File: src/rtl/slice_event_tx.sv
// Slice-event FIFO and software handshake: queues slice-detection events and presents them one at a time on a PIO word.
// Optional macro SLICE_EVENT_TX_SYNC_EN adds a two-flop synchronizer on the software handshake input.
module slice_event_tx #(
    parameter int FIFO_DEPTH = 8
) (
    input  logic        clk,
    input  logic        reset_n,
    input  logic        ev_valid,
    output logic        ev_ready,
    input  logic [1:0]  ev_kind,
    input  logic [3:0]  ev_sprite,
    input  logic [9:0]  ev_x,
    input  logic [9:0]  ev_y,
    output logic [31:0] to_sw_data,
    output logic [1:0]  to_sw_sig,
    input  logic [1:0]  to_hw_sig,
    output logic [4:0]  level,
    output logic [7:0]  overflow_cnt
);
    localparam int         PW      = $clog2(FIFO_DEPTH);
    localparam logic [4:0] DEPTH_L = 5'(FIFO_DEPTH);

    typedef enum logic [1:0] {IDLE, WAIT_ACK, WAIT_RELEASE} state_t;

    state_t          state_q, state_d;
    logic [1:0]      sig_q, sig_d;
    logic [31:0]     data_q, data_d;
    logic [3:0]      seq_q, seq_d;
    logic [PW-1:0]   wr_ptr_q, wr_ptr_d;
    logic [PW-1:0]   rd_ptr_q, rd_ptr_d;
    logic [4:0]      level_q, level_d;
    logic [7:0]      ovf_q, ovf_d;
    logic [25:0]     fifo_mem [FIFO_DEPTH];
    logic [25:0]     head;
    logic [1:0]      ack_sig;
    logic            full, flush, push, pop, drop;

`ifdef SLICE_EVENT_TX_SYNC_EN
    logic [1:0] sync1_q, sync1_d, sync2_q, sync2_d;

    always_comb begin
        sync1_d = to_hw_sig;
        sync2_d = sync1_q;
    end

    always_ff @(posedge clk or negedge reset_n) begin
        if (!reset_n) begin
            sync1_q <= 2'b00;
            sync2_q <= 2'b00;
        end else begin
            sync1_q <= sync1_d;
            sync2_q <= sync2_d;
        end
    end

    assign ack_sig = sync2_q;
`else
    assign ack_sig = to_hw_sig;
`endif

    // ev_ready looks at registered occupancy only, so a pop never frees a slot in the same cycle
    assign full     = (level_q == DEPTH_L);
    assign flush    = (ack_sig == 2'b11);
    assign push     = ev_valid && !full && !flush;
    assign drop     = ev_valid && full;
    assign pop      = (state_q == IDLE) && (level_q != 5'd0) && !flush;
    assign head     = fifo_mem[rd_ptr_q];

    assign ev_ready     = !full;
    assign to_sw_data   = data_q;
    assign to_sw_sig    = sig_q;
    assign level        = level_q;
    assign overflow_cnt = ovf_q;

    always_comb begin
        state_d  = state_q;
        sig_d    = sig_q;
        data_d   = data_q;
        seq_d    = seq_q;
        wr_ptr_d = wr_ptr_q;
        rd_ptr_d = rd_ptr_q;
        level_d  = level_q;
        ovf_d    = ovf_q;

        if (push) wr_ptr_d = wr_ptr_q + 1'b1;
        if (drop && ovf_q != 8'hFF) ovf_d = ovf_q + 8'd1;

        case ({push, pop})
            2'b10:   level_d = level_q + 5'd1;
            2'b01:   level_d = level_q - 5'd1;
            default: level_d = level_q;
        endcase

        case (state_q)
            IDLE: begin
                if (pop) begin
                    rd_ptr_d = rd_ptr_q + 1'b1;
                    data_d   = {head[25:20], seq_q, 2'b00, head[19:0]};
                    sig_d    = 2'b01;
                    seq_d    = seq_q + 4'd1;
                    state_d  = WAIT_ACK;
                end
            end
            WAIT_ACK: begin
                if (ack_sig == 2'b01) begin
                    sig_d   = 2'b00;
                    state_d = WAIT_RELEASE;
                end
            end
            WAIT_RELEASE: begin
                if (ack_sig == 2'b00) state_d = IDLE;
            end
            default: state_d = IDLE;
        endcase

        // Flush wins over everything, including a push in the same cycle
        if (flush) begin
            state_d  = IDLE;
            sig_d    = 2'b00;
            wr_ptr_d = '0;
            rd_ptr_d = '0;
            level_d  = 5'd0;
            ovf_d    = 8'd0;
        end
    end

    always_ff @(posedge clk or negedge reset_n) begin
        if (!reset_n) begin
            state_q  <= IDLE;
            sig_q    <= 2'b00;
            data_q   <= 32'd0;
            seq_q    <= 4'd0;
            wr_ptr_q <= '0;
            rd_ptr_q <= '0;
            level_q  <= 5'd0;
            ovf_q    <= 8'd0;
        end else begin
            state_q  <= state_d;
            sig_q    <= sig_d;
            data_q   <= data_d;
            seq_q    <= seq_d;
            wr_ptr_q <= wr_ptr_d;
            rd_ptr_q <= rd_ptr_d;
            level_q  <= level_d;
            ovf_q    <= ovf_d;
        end
    end

    // Storage only; validity is tracked by the pointers and level
    always_ff @(posedge clk) begin
        if (push) fifo_mem[wr_ptr_q] <= {ev_kind, ev_sprite, ev_x, ev_y};
    end
endmodule
File: config.mk
export PLATFORM = sky130hd
export DESIGN_NAME = slice_event_tx
export DESIGN_NICKNAME = d
export VERILOG_FILES = /design/src/rtl/slice_event_tx.sv
export SDC_FILE = /design/constraint.sdc
export NUM_CORES = 1
export LEC_CHECK = 0
export BUFFER_PORTS_ARGS = -buffer_cell sky130_fd_sc_hd__buf_2
export CAP_MARGIN = 40
export CORE_UTILIZATION = 55
export CTS_CLUSTER_DIAMETER = 30
export DETAILED_ROUTE_END_ITERATION = 7
export HOLD_SLACK_MARGIN = 0.15
export PLACE_DENSITY_LB_ADDON = 0.12
export SYNTH_ARGS = -nofsm -noshare
export SYNTH_HDL_FRONTEND = slang
export SYNTH_SLANG_ARGS = --single-unit
File: constraint.sdc
create_clock -name clk -period 4.25 [get_ports clk]
set_clock_uncertainty 0.1 [all_clocks]
set_input_delay 0.2125 -clock clk [delete_from_list [all_inputs] [get_ports clk]]
set_output_delay 0.2125 -clock clk [all_outputs]
set_load 0.03 [all_outputs]
==> Yosys cells after proc, flatten, opt, wreduce, memory -nomap -nowiden <==
Memory sizes are Yosys's and may differ from the RTL's. A register that Yosys moved wholly into a read port is not among the register bits.
Cells that the tools add are included.
{ "word_totals": {"elab_cells": 67, "mem_bits_rw": 208, "output_inout_bits": 48, "memories": 1, "reg_bits": 57} }
{ "op_classes": {"mux": 19, "n_eq_ne": 11, "reduce_logical": 22, "add_sub_neg": 6} }
{ "mem_list": {"columns": ["name", "depth", "width", "read_ports", "rd_ports_with_merged_regs", "wr", "line_no", "source"], "rows": [
  ["fifo_mem", 8, 26, 1, 1, 1, "33", "logic [25:0] fifo_mem [FIFO_DEPTH];"]
]} }
{ "op_table": {"columns": ["cell", "n"], "rows": [
  ["2-to-1 mux 8 bit", 2],
  ["2-to-1 mux 3 bit", 5],
  ["2-to-1 mux 2 bit", 6],
  ["one-hot mux 5 bit (2 select lines)", 1],
  ["inequality test 3 bit (second input constant)", 3],
  ["adder 8 x 1 -> 8 bit (second input constant)", 1],
  ["inequality test 8 bit (second input constant)", 1],
  ["nonzero test 2 bit", 4],
  ["adder 3 x 1 -> 3 bit (second input constant)", 2],
  ["== test 2 x 1 -> 1 bit (second input constant)", 3],
  ["== test 2 bit (second input constant)", 3],
  ["logical AND 1 bit", 6],
  ["one-hot mux 2 bit (3 select lines)", 1],
  ["AND reduction 3 bit", 2],
  ["nonzero test 3 bit", 2],
  ["adder 5 x 1 -> 5 bit (second input constant)", 1],
  ["== test 5 x 4 -> 1 bit (second input constant)", 1],
  ["2-to-1 mux 5 bit", 1],
  ["nonzero test 5 bit", 1],
  ["subtractor 5 x 1 -> 5 bit (second input constant)", 1],
  ["adder 4 x 1 -> 4 bit (second input constant)", 1],
  ["logical NOT 2 bit", 2],
  ["one-hot mux 2 bit (2 select lines)", 1],
  ["AND reduction 2 bit", 2],
  ["other kinds (2)", 5]
]} }

==> Depth between registers and ports, before layout <==
Gate-level depths: netlist of the first run.
{ "depth": {"depth_word": 7, "depth_mapped": 12, "mapped_depth_nobuf": 11} }

==> Least setup slack after synthesis of the first run <==
OpenSTA, ideal clock, no wires.
{ "synth_timing": {"kind": "register to register", "startpoint": "register level_q[0], in the netlist level[0]", "endpoint": "memory fifo_mem[0][0], enable pin", "period_less_slack_ps": 3639, "t_arrival_ps": 3097, "t_required_ps": 3708, "path_slack_ps": 611, "stages_incl_launch_ff": 5, "path_cell_list": "dfrtp_1 > or4_4 > o21ai_4 > or3_1 > nor3_1"} }
{ "synth_between": {"elab_chain_len": 6} }
{ "synth_lines": {"columns": ["element", "line_no", "source"], "rows": [
  ["start, declared", "31", "logic [4:0] level_q, level_d;"],
  ["start signal, assigned", "144", "level_q <= level_d;"],
  ["== test 5 x 4 -> 1 bit", "62", "assign full = (level_q == DEPTH_L);"],
  ["logical NOT 1 bit", "64", "assign push = ev_valid && !full && !flush;"],
  ["logical AND 1 bit (2 in a row)", "64", null],
  ["2-to-1 mux 1 bit", "151", "if (push) fifo_mem[wr_ptr_q] <= {ev_kind, ev_sprite, ev_x, ev_y};"],
  ["2-to-1 mux 1 bit (not written as such)", "151", null],
  ["end, declared", "33", null]
]} }
No other way between the ends.

==> Worst setup path in the final report of the first run <==
{ "layout_timing": {"startpoint": "input to_hw_sig[0]", "endpoint": "register level_q[4], in the netlist level[4]"} }
{ "layout_between": {"elab_chain_len": 6, "word_cells_on_any_way": 9} }
{ "layout_lines": {"columns": ["element", "line_no", "source"], "rows": [
  ["start, declared", "16", "input logic [1:0] to_hw_sig,"],
  ["== test 2 bit *", "63", "assign flush = (ack_sig == 2'b11);"],
  ["logical NOT 1 bit", "64, 66", null],
  ["logical AND 1 bit, on equally long branches", "66, 64", null],
  ["== test 2 x 1 -> 1 bit / == test 2 bit (equally long branches)", "88", "case ({push, pop})"],
  ["one-hot mux 5 bit (2 select lines)", "88", null],
  ["2-to-1 mux 5 bit", "117", "if (flush) begin"]
]} }
Mark *: on every way between the ends. The rest lies on a longest branch, timed or not.
A chain may end at the register's enable or synchronous reset.

==> results by stage, run 1 <==
Detailed routing:
- The final routed DRC violation total is 0.
- The number of design-rule violations left by the first detailed-router iteration is 314.
- In the routed layout, each cell is associated on average with a via count of 5.69.
- The routed wire length is 19.9 mm.
- The overall via count from detail_route is 5,569.
- For this run, the detailed router's first-pass iteration total came to 4.
- Dividing the detail-routed wire length by the instance count gives 20.4 um.
- The detail route stage leaves a number of antenna-violating nets equal to 0.

Clocking:
- The number of levels the H-tree was split into is 2.
- Buffers inserted during clock tree synthesis total 47.
- Gates resized during post-CTS repair numbered 0.
- The clock tree from TritonCTS is done.
- The clock passes through at most 3 buffers.
- The total number of clock tree sinks is 264.
- The latest clock arrival within the worst-skew pair is 0.53 ns.
- The cell sitting at the root of the clock tree is a clkbuf_16.
- After clock tree synthesis, the clock-pin slew on the worst setup and hold paths is 0.05 ns.

Critical path:
- The source of the worst register-to-register timing path is level[1]$_DFFE_PN0P_.
- Setup slack on the worst reg-to-reg path comes out at 1.18 ns.
- The required time of the worst setup path is 4.56 ns.
- STA classifies the critical path endpoint as a flop.
- The critical path starts at to_hw_sig[0].
- The cell count of the worst reg-to-reg path is 10.
- The end point of the critical path is level[4]$_DFFE_PN0P_.
- The terminus of the critical flop-to-flop path is level[4]$_DFFE_PN0P_.
- For the worst setup path, the data arrival time is 3.52 ns.
- For this run, the slowest stage of the critical path takes 0.53 ns.
- Of all nets on the critical path, the largest fanout is 26.
- The critical path goes through dlygate4sd3_1 -> buf_2 -> ha_1 -> buf_4 -> nor3_1 -> o21ai_4 -> nor2_1 -> inv_1 -> fa_1 -> nor2b_1 -> o21ai_0 -> nor3b_1 -> a2111o_1 -> o311ai_1.
- The cell at the slowest stage of the critical path is dlygate4sd3_1.
- The setup path with the least slack is of type in2reg.
- STA classifies the critical path startpoint as an input pin.

Power and ir drop:
- For this design the static power due to leakage is 0.00477 uW.
- Across the VDD grid, the largest voltage drop is 0.497 mV.
- Dividing total power by cell area gives a power density of 733 mW/mm2.

STA:
- The count of endpoints failing hold in the final timing report is 0.
- Setup violations remaining at the end of the flow were counted as 0.
- The summed negative setup slack over all endpoints is 0 ns.
- The normalized max-slew margin is 47.6%.
- The final-report max-slew violation count came to 0.
- Setup repair after global routing left no endpoint under its margin.
- For the pin with the worst max-slew slack, the measured transition is 0.786 ns.
- Dividing the final minimum period by the clock period gives 75.6%.
- The clock period could shrink to 3.21 ns.
- The maximum achievable frequency is 311 MHz.

Final layout:
- Compared with the post-synthesis result, the final layout area differs by 25.8%.
- The final non-filler cell area is 0.0131 mm2.
- In the layout the commonest cells are edfxtp_1, buf_2, nand2_1, dfrtp_1, mux4_2.
- The antenna diode count is 0.
- At the end of the flow, the number of nets in the layout was 753.
- The fraction of final layout cells sized beyond drive strength 1 is 32.0%.
- The commonest non-fill, non-tap cell in the layout is edfxtp_1.
- The number of standard cells in the final layout excluding fillers is 978.

Floorplanning:
- The initial utilization of the core area, before any placement, comes to 57.0%.
- The area of the core is 0.0182 mm2.
- The total I/O pin count is 79.
- The die width is 139 um.
- The die covers 0.0194 mm2.
- The floorplan has 49 rows.
- The overall die height is 139 um.

Logic synthesis:
- During synthesis, Yosys emitted a total of 0 warnings.
- The synthesized netlist contains 50 unique library cells.
- Counting every instance in the synthesized netlist gives 565.
- The post-synthesis async set-or-reset flop share is 21.2%.
- The synthesis-stage register bit count is 264.
- The cell area after synthesis is 0.0104 mm2.
- The number of enable-type register cells in the synthesized netlist is 208.
- The prevailing post-synth register cell is edfxtp_1.
- The part of the Yosys area used for sequential elements is 73.7%.
- Each instance of the synthesized netlist takes up on average 18.4 um2.

Status:
- The flow ran to the end, and the final reports show no timing, DRC or antenna violations.

GRT:
- Entering global routing, the biggest net connects 60 pins.
- In the global route stage, overall resource usage came out at 21.9%.
- The wire length of the first global-routing pass is 32.1 mm.
- The number of antenna violations at the first check in global routing was 0.
- The aggregate global routing overflow is 0.
- The via count of the first global-routing pass is 6,032.

Place:
- Input and output buffers added on the ports amount to 75.
- Routability-driven placement finished with a final weighted congestion of 0.818.
- Once placement finished, the instance area stood at 0.0112 mm2.
- Counting tap cells, the placed design contains a total of 862 instances.
- Detailed placement finished with a half-perimeter wire length of 11.2 mm.

Flow run:
- Max-cap violations in this run came to 0.

Worst hold path:
- The worst hold path belongs to the class in2async.
area by class of cell:
type	instances	area (um2)
Sequential cell	264	7650
Fill cell	1163	5150
Multi-Input combinational cell	268	2610
Clock buffer	56	1220
Timing Repair Buffer	123	876
Clock inverter	30	377
Tap cell	229	287
Inverter	8	30.0
layer usage:
layer | wire length (um) | track usage, % | share of wire (%)
met5 | 0 | 0 | 0
met4 | 445 | 7.31 | 2.2
met3 | 888 | 4.34 | 4.5
met2 | 10100 | 37.5 | 50
met1 | 8550 | 28.3 | 43
worst max-delay path: cells and delay by family:
kind            cells  cell delay (ns)
buf+inv             4             0.98
compound gates      4             0.70
simple gates        4             1.04
fa+ha+maj           2             0.59
how the worst min path moves through the flow:
stage / from / end / cells past startpoint
2_1_floorplan: reset_n / level[0]$_DFFE_PN0P_ / 0
3_3_place_gp: reset_n / seq_q[3]$_DFFE_PN0P_ / 1
3_5_place_dp: reset_n / seq_q[3]$_DFFE_PN0P_ / 1
4_1_cts: reset_n / to_sw_data[5]$_DFFE_PN0P_ / 2
5_1_grt: reset_n / to_sw_data[26]$_DFFE_PN0P_ / 2
6_report: reset_n / to_sw_data[27]$_DFFE_PN0P_ / 2
metrics by stage:
| stage | total power [uW] | setup slack, ns | hold slack, ns | utilization (%) |
|---|---|---|---|---|
| 2_1_floorplan | 5190 | 0.611 | -0.183 | - |
| 3_3_place_gp | 5740 | 1.23 | 0.183 | 60.9 |
| 5_1_grt | 9970 | 0.869 | 0.244 | 71.7 |
| 3_5_place_dp | 5870 | 1.09 | 0.191 | 61.3 |
| 6_report | 9570 | 1.04 | 0.180 | 71.7 |
| 4_1_cts | 9660 | 1.07 | 0.178 | 71.7 |
registers in the layout, summed over array words and instances (netlist names):
| signal | count |
|---|---|
| seq_q | 4 |
| state_q | 2 |
| overflow_cnt | 8 |
| to_sw_data | 30 |
| rd_ptr_q | 3 |
| to_sw_sig | 1 |
| wr_ptr_q | 3 |
| level | 5 |
| fifo_mem | 208 |
report_power, final:
group	internal (uW)	switching, uW	total, uW
Clock	2530	1210	3740
Sequential	3240	313	3550
Combinational	982	1300	2280
cells by family (layout without fill, tap and decap cells):
family / Yosys count / after routing / share of synthesized area, %
AND/OR/NAND/NOR: 107 / 107 / 4.77
XOR/XNOR: 15 / 15 / 1.34
flip-flops: 264 / 264 / 73.7
buffers and inverters: 35 / 217 / 1.57
AO/OA/AOI/OAI: 49 / 49 / 2.95
adder cells (fa/ha/maj): 10 / 10 / 1.28
other: 1 / 3 / 0.0361
multiplexers: 84 / 84 / 14.4
synthesized netlist by cell type, types with 4 or more instances:
cell	n	area, um2
xnor2_1	12	105
buf_4	5	37.5
nand2_1	53	199
mux4_2	52	1170
o21ai_1	16	80.1
mux2i_1	32	320
nand3_1	4	20.0
nor3_1	4	20.0
inv_1	7	26.3
a21oi_1	6	30.0
dfrtp_1	56	1400
o21ai_0	13	65.1
clkbuf_1	10	37.5
edfxtp_1	208	6250
buf_2	9	45.0
nor2_1	28	105
ha_1	9	113
repair_timing:
action	CTS	global route
setup buffers	0	0
hold buffers	30	0
hold endpoints to repair	239	0
Note: power is estimated with default switching activity, not from simulation.
==> run 2: changes to the inputs <==
CORE_UTILIZATION = 54   (was 55)
clock period = 2.6 ns   (was 4.25 ns; I/O delays follow)
==> results by stage, run 2 (synthesis gave the netlist of run 1 again) <==
Detailed routing:
- For this run, design rule violations remaining after detail routing come to 0.
- The post-detailed-route wirelength per cell is 20.3 um.
- The number of design-rule violations left by the first detailed-router iteration is 318.
- After detailed routing, the number of vias per cell comes to 5.57.
- The detailed-routing iteration count for the pre-antenna-repair pass is 4.
- The routed wire length is 20.4 mm.
- The count of antenna-violating nets left after detailed routing is 0.
- The overall via count from detail_route is 5,609.

STA:
- Counting I/O delays and the setup requirement, the final critical path takes 2.60 ns.
- The final worst-path cycle share is 99.8%.
- Headroom to the max-slew limit came out at 49.3%.
- The maximum achievable frequency is 385 MHz.
- At the pin with the least slew margin, the transition time is 0.759 ns.
- Setup violations remaining at the end of the flow were counted as 0.
- The final-report max-slew violation count is 0.
- Across all hold checks on the routed design, the worst slack comes to 0.304 ns.
- Setup repair after global routing could not meet its margin everywhere.
- The count of endpoints failing hold in the final timing report is 0.

Critical path:
- The signal on the critical path passes through or4_4 -> o21ai_4 -> nor2_4 -> ha_4 -> nor2b_4 -> o21ai_2 -> nand2b_1 -> buf_4 -> mux2i_1 -> o311ai_1.
- Together, buffers and inverters on the worst path number 1.
- In this design, the largest share of critical-path delay is due to simple AND/OR/NAND/NOR gates.
- The slowest stage of the critical path is the or4_4 cell.
- The maximum cell stage delay along the critical path is 0.58 ns.
- STA classifies the critical path endpoint as a flop.
- The critical setup path kind is reg2reg.
- The setup slack of the worst register-to-register path is 0.004 ns.
- The worst register-to-register path has a depth of 10.
- The source of the worst register-to-register timing path is level[4]$_DFFE_PN0P_.
- The terminus of the critical flop-to-flop path is level[4]$_DFFE_PN0P_.
- The maximum fanout encountered on the critical timing path is 3.
- The signal arrival time at the worst endpoint is 2.90 ns.
- STA classifies the critical path startpoint as a flop.
- Data on the critical path is required at its endpoint by 2.90 ns.

Final layout:
- The most flop-heavy register is fifo_mem.
- The fraction of final layout cells sized beyond drive strength 1 is 35.7%.
- The register with the most flip-flops in the layout has 208 of them.
- The antenna diode count is 0.
- From synthesis to final layout, the design area changed by 27.9%.
- The commonest non-fill, non-tap cell in the layout is edfxtp_1.
- In the layout the commonest cells are edfxtp_1, buf_2, nand2_1, mux4_2, dfrtp_1.
- In the final design database the tool counted 776 nets.

Flow run:
- The tool flagged a number of max-cap violations equal to 0.

Floorplanning:
- In this run the count of I/O pins placed on the die edge is 79.
- The initial core utilization is 55.3%.
- Measured along the x axis, the die boundary spans 141 um.
- The overall die height is 141 um.
- The die covers 0.0198 mm2.
- The floorplan has 50 rows.
- The area of the core is 0.0188 mm2.

GRT:
- The first global-routing pass estimated 32.1 mm of wire.
- Global routing finished with a remaining overflow of 0.
- The overall routing resource usage is 21.9%.
- The via count of the first global-routing pass was 5,919.
- The largest net degree at the start of global routing is 60.
- The number of antenna violations at the first check in global routing is 0.

Place:
- Buffers placed on the I/O ports in this run total 75.
- The placer congestion estimate is 0.802.
- The detailed placer's ending HPWL is 11.5 mm.

Worst hold path:
- In this run the most critical hold path is launched from ev_x[8].
- The worst hold path endpoint is fifo_mem[5][18]$_DFFE_PP_.
- The worst min-delay path class is in2reg.
- The number of cells on the worst hold path is 2.

Clocking:
- CTS built an H-tree with a depth of 2.
- Counting the buffers created by CTS gives 46.
- In this run the clock root is driven by a clkbuf_16.
- The clock transition at the registers of the reported paths is 0.05 ns.
- The total number of clock tree sinks is 264.
- The largest buffer count on any clock path is 3.
- The clock tree from TritonCTS is done.
- The latest clock arrival within the worst-skew pair is 0.53 ns.

Power and ir drop:
- Summed over all cells, the static leakage comes to 0.00485 uW.
- For this design the ratio of total power to cell area is 1170 mW/mm2.
- VDD sags by at most 0.769 mV.
- The total power of the final layout is 15,500 uW.

Status:
- The flow ran to the end, and the final reports show no timing, DRC or antenna violations.
==> run 2: worst max path at each step <==
stage,from,endpoint,slack (ns),depth (start not counted)
4_1_cts,level[0]$_DFFE_PN0P_,level[4]$_DFFE_PN0P_,0.01,9
3_3_place_gp,level[2]$_DFFE_PN0P_,level[4]$_DFFE_PN0P_,0.02,10
2_1_floorplan,level[3]$_DFFE_PN0P_,fifo_mem[2][0]$_DFFE_PP_,-0.25,4
6_report,level[4]$_DFFE_PN0P_,level[4]$_DFFE_PN0P_,0.004,10
5_1_grt,level[4]$_DFFE_PN0P_,level[4]$_DFFE_PN0P_,-0.09,10
3_5_place_dp,level[0]$_DFFE_PN0P_,level[4]$_DFFE_PN0P_,-0.04,9
==> run 2: final cells by class <==
| cell class | instances | area [um2] |
|---|---|---|
| Tap cell | 234 | 293 |
| Fill cell | 1171 | 5500 |
| Multi-Input combinational cell | 268 | 2680 |
| Timing Repair Buffer | 147 | 1100 |
| Clock inverter | 32 | 313 |
| Sequential cell | 264 | 7660 |
| Inverter | 8 | 30.0 |
| Clock buffer | 54 | 1200 |
==> run 2: metal layers <==
layer	track usage [%]	wire length [um]	vias up
met3	4.76	1050	35
li1	-	-	2542
met4	7.15	410	0
met5	0	0	-
met1	29.1	8750	2864
met2	36.3	10200	168
==> run 2: timing repair <==
item | 4_1_cts | 5_1_grt
gates resized for setup | 2 | 10
pin swaps | 5 | 10
endpoints found under the setup margin | 1 | 2
hold buffers | 32 | 0
hold endpoints to repair | 278 | 0
buffers inserted | 5 | 5
==> run 2: power breakdown <==
part           internal (uW)  total, uW  switching [uW]  leakage [uW]
combinational           1810       4040            2230       0.00154
clock                   3720       5700            1990      0.000724
sequential              5290       5800             509       0.00259
==> run 2: stage by stage <==
stage	utilization, %	instance area (um2)	worst slack, ns	setup TNS, ns	instances
after floorplan	-	10400	-0.250	-24.07	567
after global placement	60.2	11300	0.0193	0	879
after detailed placement	60.2	11300	-0.0392	-0.0392	879
after CTS	70.3	13200	0.0128	0	1002
after global routing	70.7	13300	-0.0853	-0.163	1007
final	70.7	13300	0.00413	0	1007
==> run 3: changes to the inputs <==
ABC_AREA = 1   (was default)
SKIP_LAST_GASP = 1   (was default)
==> results by stage, run 3 <==
Power and ir drop:
- In this run the power density over the cells is 1190 mW/mm2.
- The combinational power share is 25.5%.
- For this design the total switching power over the nets is 5380 uW.
- Cell internal power was estimated by the tool at 10,900 uW.
- The peak ir drop on the vdd network is 0.698 mV.
- The analysis attributes to cell leakage a power of 0.00569 uW.
- The switching fraction of total power is 33.0%.
- The total power of the final layout is 16,300 uW.
- The portion of total power attributed to sequential cells is 34.8%.
- The clock network accounts for 39.7% of the total power.

Final layout:
- In the layout the commonest cells are edfxtp_1, nand2_1, inv_1, o21ai_0, a21oi_1.
- For this run, the post-layout net count is 1,120.
- The core utilization of the finished layout is 69.8%.
- The area growth from synthesis to layout is 25.5%.
- The commonest non-fill, non-tap cell in the layout is edfxtp_1.
- The register with the most flip-flops in the layout has 208 of them.
- The final non-filler cell area is 0.0137 mm2.
- The number of filler instances in the final layout is 1,409.
- The fraction of final layout cells sized beyond drive strength 1 is 18.9%.
- The most flop-heavy register is fifo_mem.
- The number of standard cells in the final layout excluding fillers is 1,385.
- The repair_antennas step left the layout with diodes totalling 0.

Place:
- The detailed placer's ending HPWL is 12.8 mm.
- In this run the tool buffered the top-level ports with 75 buffer cells.
- After detailed placement, the design holds a cell count of 1,259.
- The post-place instance area is 0.0117 mm2.
- OpenSTA, run right after detailed placement, puts the worst setup slack at 0.251 ns.
- The placer congestion estimate is 0.819.

STA:
- The slack of the critical path is 0.232 ns.
- After layout, the worst path uses 91.1% of the clock period.
- The normalized max-slew margin is 46.5%.
- Setup repair after global routing left no endpoint under its margin.
- The clock period could shrink to 2.37 ns.
- The final count of negative-setup-slack endpoints is 0.
- The final-report max-slew violation count came to 0.
- The slew at the pin with the worst max-slew slack is 0.800 ns.
- The maximum achievable frequency is 422 MHz.
- The count of endpoints failing hold in the final timing report came to 0.

Floorplanning:
- The core region is 0.0197 mm2.
- The initial core utilization is 55.6%.
- In this run the horizontal extent of the chip is 144 um.
- The overall die height is 144 um.
- The die covers 0.0208 mm2.
- In this run the count of I/O pins placed on the die edge is 79.
- The row count is 51.

Logic synthesis:
- The cell with the most instances after synthesis is edfxtp_1.
- The top cell type's share of synthesized area is 57.1%.
- Yosys printed 0 warnings.
- By count the netlist is led by edfxtp_1, nand2_1, inv_1.
- Sorting the synthesized cells by area gives the leading types as edfxtp_1, dfrtp_1, nand2_1, inv_1, o21ai_0.
- For this run, the register share of the synthesized area comes to 70.0%.
- The post-synthesis average cell area is 11.7 um2.
- In this run, synthesis inferred 208 flip-flops with an integrated enable.
- The synthesis-stage register bit count is 264.
- The post-synthesis async set-or-reset flop share is 21.2%.
- The biggest area consumer among synthesized cells is edfxtp_1.
- The number of cells produced by synthesis is 938.
- The unique cell type count in the Yosys netlist is 32.
- The cell area after synthesis is 0.0109 mm2.
- The prevailing post-synth register cell is edfxtp_1.

Critical path:
- Among the stages of the critical path, the cell type that occurs most often is nand2_1.
- At the worst endpoint, the arrival time is 2.69 ns.
- The maximum cell stage delay along the critical path is 0.53 ns.
- In this design, the largest share of critical-path delay is due to buffers and inverters.
- The required time of the worst setup path is 2.92 ns.
- The worst setup path is of the in2reg kind.
- Together, buffers and inverters on the worst path number 5.
- The worst setup path is launched from an input pin.
- Of all nets on the critical path, the largest fanout is 15.
- The worst setup path is captured at a flop.
- Traced cell by cell, the critical path runs through dlygate4sd3_1 -> buf_2 -> ha_1 -> inv_2 -> nand3_4 -> inv_2 -> nand2_2 -> fa_1 -> nand3b_1 -> nand2_1 -> nand2_1 -> nand2_1 -> inv_1 -> nand2_1 -> nand2_1 -> nand2_1 -> nand2_1.
- For this design, the slowest cell found on the critical path is dlygate4sd3_1.

GRT:
- The first global-routing pass estimated 36.1 mm of wire.
- After global routing the overflow that remains totals 0.
- The largest net degree at the start of global routing is 69.
- The number of antenna violations at the first check in global routing is 0.
- The via count of the first global-routing pass was 6,984.
- The overall routing resource usage is 22.8%.

Detailed routing:
- Dividing the detail-routed via count by the number of cells gives 5.12.
- The routed wire length is 22.3 mm.
- The routed layout has 7,098 vias.
- The first detailed-routing pass took 6 iterations.
- For this run, design rule violations remaining after detail routing come to 0.
- The count of antenna-violating nets left after detailed routing is 0.
- The number of design-rule violations left by the first detailed-router iteration is 435.
- The post-detailed-route wirelength per cell is 16.1 um.

Clocking:
- After clock tree synthesis, the clock-pin slew on the worst setup and hold paths is 0.05 ns.
- For the worst-skew pair, the clock arrives at the later sink with an insertion delay of 0.54 ns.
- The number of buffers created by CTS is 50.
- In this run the deepest clock path goes through 3 buffers.
- The number of levels the H-tree was split into is 2.
- The total setup buffers inserted after CTS is 0.
- The clock tree from TritonCTS is done.
- The cell at the root of the clock tree is clkbuf_16.
- For this design, the sink count on the clock tree is 264.

Flow run:
- The tool flagged a number of max-cap violations equal to 0.

Worst hold path:
- The tightest min-delay check is of the in2reg type.

Status:
- The flow ran to the end, and the final reports show no timing, DRC or antenna violations.
## run 3: cell count changes in the layout (fill, tap and decap cells not counted), moves of 33 or more
cell / change
inv_1: +121
nand2_1: +114
a21oi_1: +73
o21ai_0: +71
o211ai_1: +33
mux4_2: -52
## run 3: area by class of cell
cell class | instances | area [um2] | area share [%]
clock inverter | 37 | 422 | 3.07
sequential | 264 | 7650 | 55.8
tap | 265 | 332 | 2.42
timing repair buffer | 138 | 981 | 7.15
multi-input combinational | 495 | 2530 | 18.5
clock buffer | 56 | 1320 | 9.59
inverter | 130 | 488 | 3.56
## run 3: power by group through the flow
| stage | clock (uW) | sequential, uW | combinational, uW |
|---|---|---|---|
| 6_report | 6470 | 5680 | 4160 |
| 5_1_grt | 6790 | 5760 | 4680 |
| 4_1_cts | 6550 | 5680 | 4220 |
| 3_5_place_dp | 0 | 5750 | 4130 |
| 3_3_place_gp | 0 | 5730 | 4090 |
| 2_1_floorplan | 0 | 6170 | 2550 |
## run 3: final timing paths
kind                                            from                    endpoint  slack, ns  depth (start not counted)
min reg2reg                to_sw_data[8]$_DFFE_PN0P_   to_sw_data[8]$_DFFE_PN0P_       0.37                          2
min in group asynchronous                    reset_n     rd_ptr_q[1]$_DFFE_PN0P_       0.53                          4
max                                     to_hw_sig[0]        level[4]$_DFFE_PN0P_       0.23                         17
max reg2reg                     level[1]$_DFFE_PN0P_        level[4]$_DFFE_PN0P_       0.39                         14
min                                          ev_y[9]    fifo_mem[2][9]$_DFFE_PP_       0.29                          2
max in group asynchronous                    reset_n  to_sw_data[18]$_DFFE_PN0P_       0.64                          4
## run 3: per-layer routing
metal  global-route usage [%]  wire length, um
met1                     31.3            10300
met2                     37.5            10900
met3                     4.17              826
met4                     6.43              262
met5                        0                0
## run 3: cell families (layout without fill, tap and decap cells)
| kind of cell | count (synthesis) | in the layout | share of synthesized area [%] |
|---|---|---|---|
| xor+xnor | 7 | 7 | 0.561 |
| buf+inv | 181 | 361 | 7.12 |
| simple gates | 237 | 237 | 9.20 |
| fa+ha+maj | 10 | 10 | 1.21 |
| flops | 264 | 264 | 70.0 |
| compound gates | 238 | 238 | 11.9 |
| other cells | 1 | 3 | 0.0343 |
## run 3: stage by stage
step	hold slack, ns	setup TNS, ns
5_1_grt	0.299	0
6_report	0.294	0
3_5_place_dp	0.00526	0
4_1_cts	0.286	0
2_1_floorplan	-0.266	-49.80
3_3_place_gp	0.242	0
## run 3: what timing repair did
item | in CTS | in global routing
hold buffers | 33 | 0
resized for setup | 0 | 0
hold endpoints to repair | 278 | 0
